### src/rtl/if_fetch_stage_pkg.sv
// Shared CPU definitions for the fetch stage: word type, reset PC, NOP and FSM encoding.
// Kept separate so the ID stage and the testbench can reuse the same constants.
package cpu_pkg;

    typedef logic [31:0] word_t;

    localparam word_t RESET_PC_DEFAULT = 32'h0000_3000;
    localparam word_t MIPS_NOP         = 32'h0000_0000;

    typedef logic [1:0] fetch_state_t;
    localparam fetch_state_t ST_FETCH = 2'd0;
    localparam fetch_state_t ST_WAIT  = 2'd1;
    localparam fetch_state_t ST_HOLD  = 2'd2;

    // Branch/jump targets are word addresses; the low two bits carry no meaning here.
    function automatic word_t align_word(input word_t addr);
        return {addr[31:2], 2'b00};
    endfunction

endpackage

### src/rtl/if_fetch_stage_if.sv
// Signal bundle between the fetch stage, instruction memory and the ID stage.
// master = fetch stage side, slave = memory / decode side.
interface if_fetch_stage_if;
    import cpu_pkg::*;

    logic  stall;
    logic  redirect_valid;
    word_t redirect_pc;
    logic  imem_req;
    word_t imem_addr;
    logic  imem_ready;
    word_t imem_rdata;
    logic  if_id_valid;
    word_t if_id_instr;
    word_t if_id_pc;
    word_t if_id_pc4;

    modport master (
        input  stall, redirect_valid, redirect_pc, imem_ready, imem_rdata,
        output imem_req, imem_addr, if_id_valid, if_id_instr, if_id_pc, if_id_pc4
    );

    modport slave (
        output stall, redirect_valid, redirect_pc, imem_ready, imem_rdata,
        input  imem_req, imem_addr, if_id_valid, if_id_instr, if_id_pc, if_id_pc4
    );

endinterface

### src/rtl/if_fetch_stage_if_id_reg.sv
// IF/ID pipeline register: load writes all fields, bubble clears only valid,
// otherwise every field holds (stall).
module if_id_reg
    import cpu_pkg::*;
(
    input  logic  clk,
    input  logic  rst_n,
    input  logic  i_load,
    input  logic  i_bubble,
    input  word_t i_instr,
    input  word_t i_pc,
    input  word_t i_pc4,
    output logic  o_valid,
    output word_t o_instr,
    output word_t o_pc,
    output word_t o_pc4
);

    logic  r_valid;
    word_t r_instr;
    word_t r_pc;
    word_t r_pc4;

    always_ff @(posedge clk or negedge rst_n) begin
        if (!rst_n) begin
            r_valid <= 1'b0;
            r_instr <= MIPS_NOP;
            r_pc    <= '0;
            r_pc4   <= '0;
        end else if (i_load) begin
            r_valid <= 1'b1;
            r_instr <= i_instr;
            r_pc    <= i_pc;
            r_pc4   <= i_pc4;
        end else if (i_bubble) begin
            r_valid <= 1'b0;
        end
    end

    assign o_valid = r_valid;
    assign o_instr = r_instr;
    assign o_pc    = r_pc;
    assign o_pc4   = r_pc4;

endmodule

### src/rtl/if_fetch_stage.sv
// MIPS instruction-fetch stage: PC register, valid/ready fetch FSM, delay-slot aware
// redirect handling and a one-entry hold buffer for responses that arrive during a stall.
module if_fetch_stage
    import cpu_pkg::*;
#(
    parameter word_t RESET_PC = RESET_PC_DEFAULT
) (
    input  logic             clk,
    input  logic             rst_n,
    if_fetch_stage_if.master fetch
);

    fetch_state_t r_state;
    logic         r_req_en;
    logic         r_redir_pending;
    word_t        r_redir_target;
    word_t        r_pc;
    word_t        r_hold_instr;
    word_t        r_hold_pc;
    word_t        r_hold_pc4;

    logic  w_in_hold;
    logic  w_req;
    logic  w_resp;
    word_t w_pc4;
    word_t w_redir_pc;
    word_t w_next_pc;
    logic  w_ifid_load;
    logic  w_ifid_bubble;
    word_t w_ifid_instr;
    word_t w_ifid_pc;
    word_t w_ifid_pc4;

    // r_req_en keeps imem_req low until the first clock edge after reset release.
    assign w_in_hold  = (r_state == ST_HOLD);
    assign w_req      = r_req_en && !w_in_hold;
    assign w_resp     = w_req && fetch.imem_ready;
    assign w_pc4      = r_pc + 32'd4;
    assign w_redir_pc = align_word(fetch.redirect_pc);

    assign fetch.imem_req  = w_req;
    assign fetch.imem_addr = w_req ? r_pc : '0;

    always_comb begin
        if (fetch.redirect_valid) begin
            w_next_pc = w_redir_pc;
        end else if (r_redir_pending) begin
            w_next_pc = r_redir_target;
        end else begin
            w_next_pc = w_pc4;
        end
    end

    always_comb begin
        w_ifid_load   = 1'b0;
        w_ifid_bubble = 1'b0;
        w_ifid_instr  = fetch.imem_rdata;
        w_ifid_pc     = r_pc;
        w_ifid_pc4    = w_pc4;
        if (w_in_hold) begin
            if (!fetch.stall) begin
                w_ifid_load  = 1'b1;
                w_ifid_instr = r_hold_instr;
                w_ifid_pc    = r_hold_pc;
                w_ifid_pc4   = r_hold_pc4;
            end
        end else if (w_resp) begin
            w_ifid_load = !fetch.stall;
        end else begin
            w_ifid_bubble = !fetch.stall;
        end
    end

    always_ff @(posedge clk or negedge rst_n) begin
        if (!rst_n) begin
            r_state         <= ST_FETCH;
            r_req_en        <= 1'b0;
            r_redir_pending <= 1'b0;
            r_redir_target  <= '0;
            r_pc            <= RESET_PC;
            r_hold_instr    <= MIPS_NOP;
            r_hold_pc       <= '0;
            r_hold_pc4      <= '0;
        end else begin
            r_req_en <= 1'b1;
            case (r_state)
                ST_HOLD: begin
                    // pc already points past the buffered delay slot, so a redirect lands directly.
                    if (fetch.redirect_valid) begin
                        r_pc <= w_redir_pc;
                    end
                    if (!fetch.stall) begin
                        r_state <= ST_FETCH;
                    end
                end
                default: begin
                    if (w_resp) begin
                        r_pc            <= w_next_pc;
                        r_redir_pending <= 1'b0;
                        if (fetch.stall) begin
                            r_hold_instr <= fetch.imem_rdata;
                            r_hold_pc    <= r_pc;
                            r_hold_pc4   <= w_pc4;
                            r_state      <= ST_HOLD;
                        end else begin
                            r_state <= ST_FETCH;
                        end
                    end else begin
                        // The fetch of the current pc is the delay slot; apply the target after it.
                        if (fetch.redirect_valid) begin
                            r_redir_pending <= 1'b1;
                            r_redir_target  <= w_redir_pc;
                        end
                        r_state <= w_req ? ST_WAIT : ST_FETCH;
                    end
                end
            endcase
        end
    end

    if_id_reg u_if_id_reg (
        .clk      (clk),
        .rst_n    (rst_n),
        .i_load   (w_ifid_load),
        .i_bubble (w_ifid_bubble),
        .i_instr  (w_ifid_instr),
        .i_pc     (w_ifid_pc),
        .i_pc4    (w_ifid_pc4),
        .o_valid  (fetch.if_id_valid),
        .o_instr  (fetch.if_id_instr),
        .o_pc     (fetch.if_id_pc),
        .o_pc4    (fetch.if_id_pc4)
    );

endmodule

### src/flat_wrapper.sv
// flat-port wrapper written by rule: the top's interface ports become plain ports
module if_fetch_stage_flat import cpu_pkg::*;
#(
    parameter word_t RESET_PC = RESET_PC_DEFAULT
)
  (clk, rst_n, fetch_stall, fetch_redirect_valid, fetch_redirect_pc, fetch_imem_ready, fetch_imem_rdata, fetch_imem_req, fetch_imem_addr, fetch_if_id_valid, fetch_if_id_instr, fetch_if_id_pc, fetch_if_id_pc4);
  if_fetch_stage_if fetch_i ();
  input  logic clk;
  input  logic rst_n;
  input wire logic [$bits(fetch_i.stall)-1:0] fetch_stall;
  input wire logic [$bits(fetch_i.redirect_valid)-1:0] fetch_redirect_valid;
  input wire logic [$bits(fetch_i.redirect_pc)-1:0] fetch_redirect_pc;
  input wire logic [$bits(fetch_i.imem_ready)-1:0] fetch_imem_ready;
  input wire logic [$bits(fetch_i.imem_rdata)-1:0] fetch_imem_rdata;
  output wire logic [$bits(fetch_i.imem_req)-1:0] fetch_imem_req;
  output wire logic [$bits(fetch_i.imem_addr)-1:0] fetch_imem_addr;
  output wire logic [$bits(fetch_i.if_id_valid)-1:0] fetch_if_id_valid;
  output wire logic [$bits(fetch_i.if_id_instr)-1:0] fetch_if_id_instr;
  output wire logic [$bits(fetch_i.if_id_pc)-1:0] fetch_if_id_pc;
  output wire logic [$bits(fetch_i.if_id_pc4)-1:0] fetch_if_id_pc4;
  assign fetch_i.stall = fetch_stall;
  assign fetch_i.redirect_valid = fetch_redirect_valid;
  assign fetch_i.redirect_pc = fetch_redirect_pc;
  assign fetch_i.imem_ready = fetch_imem_ready;
  assign fetch_i.imem_rdata = fetch_imem_rdata;
  assign fetch_imem_req = fetch_i.imem_req;
  assign fetch_imem_addr = fetch_i.imem_addr;
  assign fetch_if_id_valid = fetch_i.if_id_valid;
  assign fetch_if_id_instr = fetch_i.if_id_instr;
  assign fetch_if_id_pc = fetch_i.if_id_pc;
  assign fetch_if_id_pc4 = fetch_i.if_id_pc4;
  if_fetch_stage #(.RESET_PC(RESET_PC)) u_core (.clk(clk), .rst_n(rst_n), .fetch(fetch_i));
endmodule
### config.mk
export PLATFORM = sky130hd
export DESIGN_NAME = if_fetch_stage_flat
export DESIGN_NICKNAME = d
export VERILOG_FILES = /design/src/rtl/if_fetch_stage_pkg.sv /design/src/rtl/if_fetch_stage_if.sv /design/src/rtl/if_fetch_stage_if_id_reg.sv /design/src/rtl/if_fetch_stage.sv /design/src/flat_wrapper.sv
export SDC_FILE = /design/constraint.sdc
export NUM_CORES = 1
export LEC_CHECK = 0
export ABC_AREA = 1
export CORE_MARGIN = 2
export CORE_UTILIZATION = 45
export CTS_CLUSTER_DIAMETER = 60
export DETAILED_ROUTE_END_ITERATION = 16
export DONT_BUFFER_PORTS = 1
export PLACE_DENSITY = 0.66
export REMOVE_ABC_BUFFERS = 1
export SETUP_SLACK_MARGIN = 0.15
export SLEW_MARGIN = 10
export SYNTH_ARGS = -nofsm -noshare
export SYNTH_HDL_FRONTEND = slang
export SYNTH_SLANG_ARGS = --single-unit
### constraint.sdc
create_clock -name clk -period 1.9 [get_ports clk]
set_clock_uncertainty 0.15 [all_clocks]
set_input_delay 0.38 -clock clk [delete_from_list [all_inputs] [get_ports clk]]
set_output_delay 0.38 -clock clk [all_outputs]
set_load 0.005 [all_outputs]
==> out/qor.yml, run 1 <==
run_status:
  status: "finished with violations"
  violations: "hold timing, setup timing"
global_route:
  antenna_found_initial: 0
  grt_pass1_wl_um: 64900
  overflow: 0
  grt_pass1_vias: 11105
  gr-usage-all-layers_pct: 29.8
  grt_max_degree: 258
sta:
  period_needed_ps: 2140
  fin_ws_ps: -238
  finalHoldWorstSlack_ps: -606
  drv_slew: 0
  max_slew_margin_pct: 58.4
  rsz0062_at_grt: "true"
  fin_crit_sh_pct: 113
  worst_pin_slew_ps: 623
  final_hold_viol_count: 257
  setup_viol: 255
  fmax_ghz: 0.468
cells_and_area:
  post-route-util_pct: 65.0
  fin_area_um2: 17000
  layout_common_cells: "nand2_1, dfrtp_1, o21ai_0"
  fill_cells: 2066
  final_nets: 1790
  drive_gt1_share_pct: 18.6
  final_cells: 2076
  syn2layout_area_growth_pct: 41.4
  final_common_cell: "nand2_1"
  diodes: 0
critical_path:
  worst-setup-path-type: "flip-flop to output port"
  worstPathArrival_ps: 1610
  required_ps: 1370
  critPathLaunchType: "flip-flop"
  crit_path_max_fanout: 8
  cp-end-kind: "output port"
logic_synthesis:
  synthFlopType: "dfrtp_1"
  synth_async_sr_flop_share_pct: 100
  synthMuxAreaShare_pct: 0
  synth_seq_cells: 257
  synth_warnings: 0
  synth-edff-count: 0
  synthSimpleGateAreaFrac_pct: 22.5
  syn_inst: 1548
  syn_area_per_cell_um2: 7.78
  synth_xor_area_share_pct: 0.727
  synth_top_family_by_area: "simple AND/OR/NAND/NOR gates"
  syn-cell-area_um2: 12000
  synthAdderAreaFrac_pct: 0.104
  ys_seq_area_share_pct: 53.4
  synth_cell_types: 30
  synth_compound_area_share_pct: 15.2
power_and_ir_drop:
  ir_worst_vdd_uv: 674
  power_leakage_uw: 0.00834
  p_int_uw: 12800
  clockPowerShare_pct: 34.1
  switching_share_pct: 31.5
  pwr-share-seq_pct: 41.9
  switchingPower_uw: 5910
  pwr-share-comb_pct: 24.0
  cellPowerDensity_nw_per_um2: 1100
die:
  core_area_um2: 26200
  dieArea_um2: 28100
  rows: 59
  start_util_pct: 46.0
  io_pins: 199
  die_h_um: 168
  die_w_um: 168
detailed_routing:
  wirelength_um: 44100
  vias: 11505
  viasPerCell: 5.54
  dr.pass1.iters: 5
  dr.first_iter.drc_count: 1129
  postRouteAntennaNets: 0
  drc: 0
  wl_per_cell_um: 21.2
clock_network:
  cts_sinks: 257
  cts_tree: "yes"
  htreeDepth: 1
  hold_buffers: 64
  cts_buffers: 29
  ctsLongestPathBuffers: 3
  root_buffer: "clkbuf_16"
  clock_latency_ps: 550
  cts.clk_slew.worst_paths_ps: 60
placed_design:
  placed_area_um2: 12800
  io_buffer_count: 0
  dp.cells: 1870
  gp_congestion: 0.926
  dp_hpwl_um: 20800
flow_run:
  max_cap_viol_count: 0
min_path:
  hold_path.class: "primary input to async pin"
area by class of cell:
cell class,count,area [µm²],area share (%)
flip-flops and latches,257,6430,37.8
clock buffers,36,802,4.71
well taps,335,419,2.46
multi-input cells,1068,5210,30.6
clock inverters,16,280,1.65
inverters,137,548,3.22
repair buffers,227,3350,19.6
cell families (layout without fill, tap and decap cells):
kind of cell / after synthesis / count (layout)
simple gates: 695 / 695
compound gates: 359 / 359
flops: 257 / 257
buf+inv: 224 / 416
xor+xnor: 10 / 10
other cells: 2 / 3
fa+ha+maj: 1 / 1
cell usage after synthesis (all sizes together) (3+ instances only):
| cell type | number | area, µm² |
|---|---|---|
| nor2 | 199 | 772 |
| o21ai | 271 | 1360 |
| nand2 | 450 | 1710 |
| clkbuf | 45 | 169 |
| nand3 | 42 | 210 |
| o21a | 3 | 22.5 |
| inv | 135 | 507 |
| buf | 42 | 282 |
| a21oi | 75 | 379 |
| dfrtp | 255 | 6380 |
| xor2 | 10 | 87.6 |
| a31oi | 4 | 25.0 |
layer usage:
metal	vias to the layer above	global-route usage [%]	part of all wire, %
met1	5541	40.2	41
met3	116	6.38	8.8
met2	552	48.0	46
met4	0	10.2	3.6
met5	-	0	0
li1	5296	-	-
worst max-delay path, stage by stage, from the launching register on:
cell and delay [ps]:
dfrtp_1 380, inv_2 80, nor2_4 50, inv_4 70, nand2_8 130, buf_16 210, nor2_4 140
state kept, by name (all words and copies together) (netlist names):
register                    count
u_core.r_pc                    30
u_core.r_hold_instr            32
u_core.r_redir_target          30
u_core.u_if_id_reg.o_valid      1
u_core.u_if_id_reg.o_instr     32
u_core.r_req_en                 1
u_core.r_redir_pending          1
u_core.r_hold_pc               32
u_core.u_if_id_reg.o_pc        32
u_core.r_state                  2
u_core.u_if_id_reg.o_pc4       32
u_core.r_hold_pc4              32
metrics by stage:
step / hold WS (ps) / setup TNS, ps / worst slack [ps] / total power [µW]
final: -606 / -27250 / -238 / 18700
after CTS: -623 / -17840 / -206 / 18300
after global placement: -52.3 / -313 / -95.1 / 10900
after floorplan: -65.6 / -336950 / -2100 / 9730
after detailed placement: -54.3 / -1020 / -128 / 11000
after global routing: -626 / -46070 / -280 / 19700
power by group through the flow:
| stage | clock network [µW] | registers [µW] | logic [µW] |
|---|---|---|---|
| 2_1_floorplan | 0 | 7560 | 2170 |
| 3_3_place_gp | 0 | 7810 | 3070 |
| 3_5_place_dp | 0 | 7850 | 3160 |
| 4_1_cts | 6420 | 7770 | 4140 |
| 5_1_grt | 6660 | 7990 | 5010 |
| 6_report | 6380 | 7850 | 4490 |
path summary, 6_finish.rpt:
check                      slack [ps]                              to                startpoint  cells after the start
max                              -240             fetch_imem_addr[14]         u_core.r_state[1]                      6
min                              -610            u_core.r_hold_pc[26]                     rst_n                      0
max reg2reg                      -190  u_core.u_if_id_reg.o_instr[29]         u_core.r_state[1]                     14
min reg2reg                       330        u_core.r_redir_target[8]  u_core.r_redir_target[8]                      2
max in group asynchronous        1680       u_core.r_redir_target[12]                     rst_n                      0
min in group clk                  110                  u_core.r_pc[3]      fetch_redirect_valid                      4
timing repair:
| item | CTS | global route |
|---|---|---|
| setup buffers | 33 | 9 |
| hold endpoints to repair | 379 | 257 |
| setup endpoints to repair | 239 | 283 |
| gates resized for setup | 157 | 91 |
| pin swaps | 12 | 11 |
| gates cloned | 37 | 11 |
(Power assumes the default switching activity.)
==> run 2: changes to the inputs <==
--- a/config.mk
+++ b/config.mk
@@ -6,12 +6,12 @@
 export NUM_CORES = 1
 export LEC_CHECK = 0
 export ABC_AREA = 1
-export CORE_MARGIN = 2
-export CORE_UTILIZATION = 45
+export CORE_MARGIN = 4
+export CORE_UTILIZATION = 47
 export CTS_CLUSTER_DIAMETER = 60
 export DETAILED_ROUTE_END_ITERATION = 16
 export DONT_BUFFER_PORTS = 1
-export PLACE_DENSITY = 0.66
+export PLACE_DENSITY = 0.68
 export REMOVE_ABC_BUFFERS = 1
 export SETUP_SLACK_MARGIN = 0.15
 export SLEW_MARGIN = 10
==> run 2 against run 1 <==
  * Die area is 0.58% higher
  * Critical path depth increased by 7
  * The flow still finishes with violations (hold timing, setup timing)
  * Sequential cell count did not move
  * Largest power group unchanged
  * Sequential share of layout area fell by 2.2 points
  * Register-to-register slack hardly changed
==> out/qor.yml, run 2 (same netlist as run 1, synthesis figures left out) <==
placed_design:
  place_ws_ps: -56.3
  dp_hpwl_um: 21700
  io_buffer_count: 0
  dp.cells: 1865
  placed_area_um2: 12800
  gp_congestion: 0.967
power_and_ir_drop:
  power_leakage_uw: 0.00850
  power_uw: 19100
  p_int_uw: 12600
  clockPowerShare_pct: 31.4
  cellPowerDensity_nw_per_um2: 1060
  ir_worst_vdd_uv: 716
  switching_share_pct: 33.8
  pwr-share-comb_pct: 26.6
  pwr-share-seq_pct: 42.0
  switchingPower_uw: 6460
sta:
  fin_ws_ps: -192
  setup_viol: 257
  finalHoldWorstSlack_ps: -629
  fin_crit_sh_pct: 110
  period_needed_ps: 2090
  rsz0062_at_grt: "true"
  drv_slew: 0
  fmax_ghz: 0.478
  final_hold_viol_count: 257
detailed_routing:
  postRouteAntennaNets: 0
  viasPerCell: 5.76
  wl_per_cell_um: 21.5
  dr.first_iter.drc_count: 1482
  vias: 12050
  dr.pass1.iters: 6
  wirelength_um: 45000
  drc: 0
global_route:
  grt_max_degree: 258
  grt_pass1_vias: 11353
  grt_pass1_wl_um: 64700
  gr-usage-all-layers_pct: 28.5
  antenna_found_initial: 0
  overflow: 0
critical_path:
  critPathLaunchType: "flip-flop"
  worstPathArrival_ps: 2370
  reg2reg_from: "u_core.r_state[1]"
  cpPeakStageDelay_ps: 380
  worstSetupStartpoint: "u_core.r_state[1]"
  crit_top_cell: "nand2_8"
  crit_buf_inv: 6
  worst-setup-path-type: "flip-flop to flip-flop"
  cpMaxStageDelayCell: "dfrtp_1"
  cp-end-kind: "flip-flop"
  cp_top_family: "buffers and inverters"
  required_ps: 2170
  crit_path_max_fanout: 10
  worstPathCellList: "inv_2, nor2_4, inv_4, nand2_8, buf_12, inv_8, nand2_8, buf_8, a21oi_4, nand2_8, buf_6, nand2_1, o21ai_1"
die:
  core_area_um2: 25200
  die_h_um: 168
  start_util_pct: 47.8
  io_pins: 199
  dieArea_um2: 28300
  die_w_um: 168
  rows: 58
cells_and_area:
  drive_gt1_share_pct: 33.0
  final_common_cell: "nand2_1"
  final_nets: 1808
  final_cells: 2091
  fin_area_um2: 18100
  syn2layout_area_growth_pct: 50.2
  diodes: 0
  layout_common_cells: "nand2_1, dfrtp_1, inv_1"
clock_network:
  clock_latency_ps: 560
  cts_sinks: 257
  hold_buffers: 64
  htreeDepth: 1
  cts.clk_slew.worst_paths_ps: 60
  ctsLongestPathBuffers: 3
  cts_tree: "yes"
  root_buffer: "clkbuf_16"
  cts_buffers: 29
run_status:
  status: "finished with violations"
  violations: "hold timing, setup timing"
min_path:
  hold_path.class: "primary input to async pin"
flow_run:
  max_cap_viol_count: 0
[run 2: worst register-to-register path: stages (launching register included)]
cell and delay, ps:
dfrtp_1 380, inv_2 70, nor2_4 40, inv_4 80
nand2_8 100, buf_12 150, inv_8 60, nand2_8 80
buf_8 160, a21oi_4 210, nand2_8 150, buf_6 210
nand2_1 80, o21ai_1 60
[run 2: routing by layer]
metal	part of all wire, %	global-route usage, %	wire length, µm
met3	9.5	7.40	4260
met2	47	47.2	21200
met1	38	36.8	17000
met5	0	0	0
met4	5.7	9.46	2550
[run 2: through the flow]
step                TNS, ps  utilization, %
floorplan           -336950               -
global placement      -40.4            50.7
detailed placement     -131            50.7
CTS                   -8770            68.4
global route         -37360            71.9
finish               -22540            71.9
[run 2: layout make-up]
| type | count | area, µm² |
|---|---|---|
| Fill cell | 1697 | 7080 |
| Multi-Input combinational cell | 1069 | 6170 |
| Tap cell | 330 | 413 |
| Sequential cell | 257 | 6440 |
| Clock buffer | 42 | 845 |
| Timing Repair Buffer | 244 | 3510 |
| Inverter | 137 | 553 |
| Clock inverter | 12 | 179 |
[run 2: power by group through the flow]
| stage | Combinational (µW) | Clock, µW | Sequential, µW |
|---|---|---|---|
| after floorplan | 2170 | 0 | 7560 |
| after global placement | 3020 | 0 | 7830 |
| after detailed placement | 3120 | 0 | 7880 |
| after CTS | 4400 | 6050 | 7900 |
| after global routing | 5520 | 6270 | 8170 |
| final | 5080 | 6010 | 8020 |
[run 2: final timing paths]
path                                                  endpoint  slack (ps)  cells after the start
worst max-delay path                 u_core.r_redir_target[19]        -190                     13
worst min-delay path            u_core.u_if_id_reg.o_instr[11]        -630                      0
worst max register to register       u_core.r_redir_target[19]        -190                     13
worst min register to register            u_core.r_hold_pc[17]         330                      2
max in group asynchronous                u_core.r_hold_pc4[20]        1840                      0
min in group clk                                u_core.r_pc[8]         160                      4
[run 2: what timing repair did]
action                                 in CTS  in global routing
pin swaps                                  49                 33
setup buffers                              45                 11
gates cloned                               41                 11
endpoints found under the hold margin     381                257
resized for setup                         454                196
setup endpoints to repair                 188                283
==> run 3: changes to the inputs <==
--- a/config.mk
+++ b/config.mk
@@ -11,6 +11,7 @@
 export CTS_CLUSTER_DIAMETER = 60
 export DETAILED_ROUTE_END_ITERATION = 16
 export DONT_BUFFER_PORTS = 1
+export GPL_TIMING_DRIVEN = 0
 export PLACE_DENSITY = 0.68
 export REMOVE_ABC_BUFFERS = 1
 export SETUP_SLACK_MARGIN = 0.15
==> run 3 against run 2 <==
  * The run still ends with hold timing, setup timing left
  * Highest routed layer unchanged
  * Non-clock buffer count fell by 68
  * Design area rose by 4.2%
  * Power increased by 6.7%
  * Wire length grew 31%
  * Sequential power rose by 2.9%
==> out/qor.yml, run 3 (same netlist as run 1, synthesis figures left out) <==
run_status:
  status: "finished with violations"
  violations: "hold timing, setup timing"
die:
  core_area_um2: 25200
  io_pins: 199
  die_w_um: 168
  die_h_um: 168
  dieArea_um2: 28300
  rows: 58
  start_util_pct: 47.8
critical_path:
  cpMaxStageDelayCell: "dfrtp_1"
  required_ps: 2220
  crit_path_max_fanout: 5
  r2r_slack_ps: -420
  worstReg2RegEnd: "u_core.r_pc[19]"
  worstPathCellList: "nand2_1, nor2_1, nand2_1, o21ai_0, nand3_1, a21oi_1, nor2_1"
  cp-end-kind: "flip-flop"
  cp_top_family: "simple AND/OR/NAND/NOR gates"
  worst-setup-path-type: "flip-flop to flip-flop"
  ff2ff_path_depth: 7
  reg2reg_from: "u_core.r_pc[18]"
  worstPathArrival_ps: 2640
  crit_buf_inv: 0
  cpPeakStageDelay_ps: 570
  critPathLaunchType: "flip-flop"
placed_design:
  dp_hpwl_um: 19600
  io_buffer_count: 0
  place_ws_ps: -2170
  dp.cells: 1797
  gp_congestion: 0.858
detailed_routing:
  drc: 0
  viasPerCell: 6.38
  wl_per_cell_um: 28.3
  dr.pass1.iters: 7
  dr.first_iter.drc_count: 1938
  postRouteAntennaNets: 0
  vias: 13286
  wirelength_um: 59000
sta:
  setup_viol: 279
  fin_ws_ps: -417
  fin_crit_sh_pct: 122
  fmax_ghz: 0.432
  worst_pin_slew_ps: 600
  max_slew_margin_pct: 60.0
  rsz0062_at_grt: "true"
  period_needed_ps: 2320
  final_hold_viol_count: 306
  drv_slew: 0
  finalHoldWorstSlack_ps: -641
power_and_ir_drop:
  p_int_uw: 13000
  ir_worst_vdd_uv: 767
  cellPowerDensity_nw_per_um2: 1080
  clockPowerShare_pct: 31.8
  power_leakage_uw: 0.00842
  pwr-share-comb_pct: 27.8
  pwr-share-seq_pct: 40.5
  power_uw: 20400
  switching_share_pct: 36.2
  switchingPower_uw: 7390
clock_network:
  cts_sinks: 257
  clock_latency_ps: 590
  root_buffer: "clkbuf_16"
  hold_buffers: 65
  cts.clk_slew.worst_paths_ps: 60
  htreeDepth: 1
  ctsLongestPathBuffers: 3
  cts_buffers: 30
  cts_tree: "yes"
global_route:
  grt.busiest_layer: "met2"
  gr-usage-all-layers_pct: 38.6
  grt_util_met2_pct: 58.0
  use_met3_pct: 13.2
  met1_usage_pct: 46.5
  grt_max_degree: 258
  antenna_found_initial: 0
  grt_pass1_wl_um: 82200
  grt_pass1_vias: 13080
  overflow: 0
cells_and_area:
  post-route-util_pct: 74.9
  fill_cells: 1515
  drive_gt1_share_pct: 38.7
  final_nets: 1799
  final_cells: 2083
  syn2layout_area_growth_pct: 56.6
  layout_common_cells: "nand2_1, dfrtp_1, inv_1"
  final_common_cell: "nand2_1"
  diodes: 0
min_path:
  hold_path.class: "primary input to async pin"
flow_run:
  max_cap_viol_count: 0
run 3: cell type report:
cell class	instances	area (µm²)	area share (%)
clock buffers	45	908	4.82
clock inverters	11	188	0.995
inverters	137	637	3.38
multi-input cells	1115	7540	40.0
flip-flops and latches	257	6440	34.2
well taps	330	413	2.19
repair buffers	176	2540	13.5
repair inverters	12	185	0.982
run 3: worst max path at each step:
stage | startpoint | to | cells after the start
after global routing | u_core.r_pc[13] | u_core.r_pc[17] | 9
after CTS | u_core.r_state[1] | fetch_imem_addr[13] | 5
after global placement | u_core.r_state[1] | u_core.u_if_id_reg.o_instr[11] | 6
after detailed placement | u_core.r_state[0] | u_core.r_hold_pc[24] | 9
final | u_core.r_pc[18] | u_core.r_pc[19] | 7
after floorplan | u_core.r_state[1] | u_core.u_if_id_reg.o_instr[10] | 6
run 3: power groups by stage:
| stage | clock network [µW] | registers [µW] | logic, µW |
|---|---|---|---|
| 2_1_floorplan | 0 | 7560 | 2170 |
| 3_3_place_gp | 0 | 7870 | 2710 |
| 3_5_place_dp | 0 | 7910 | 2810 |
| 4_1_cts | 6410 | 7940 | 4440 |
| 5_1_grt | 6720 | 8350 | 6030 |
| 6_report | 6480 | 8250 | 5660 |
run 3: worst reg2reg max path, stage by stage (launching register included):
cell and delay, ps:
dfrtp_1 570, nand2_1 190, nor2_1 210, nand2_1 200, o21ai_0 400, nand3_1 220, a21oi_1 210, nor2_1 70
run 3: through the flow:
| step | TNS (ps) | area, µm² |
|---|---|---|
| 6_report | -39710 | 18900 |
| 5_1_grt | -51080 | 18900 |
| 4_1_cts | -22210 | 17500 |
| 3_5_place_dp | -398180 | 12200 |
| 3_3_place_gp | -796030 | 12000 |
| 2_1_floorplan | -336950 | 11600 |
run 3: timing repair:
| item | in CTS | in global routing |
|---|---|---|
| setup endpoints to repair | 287 | 285 |
| gates cloned | 79 | 3 |
| resized for setup | 532 | 333 |
| pin swaps | 91 | 75 |
| buffers inserted | 67 | 16 |
| hold endpoints to repair | 435 | 340 |
run 3: routing by layer:
layer	wire length (µm)	vias up	part of all wire (%)
li1	-	5388	-
met1	20100	6377	34
met2	26100	1106	44
met3	7250	415	12
met4	5620	0	9.5
met5	0	-	0
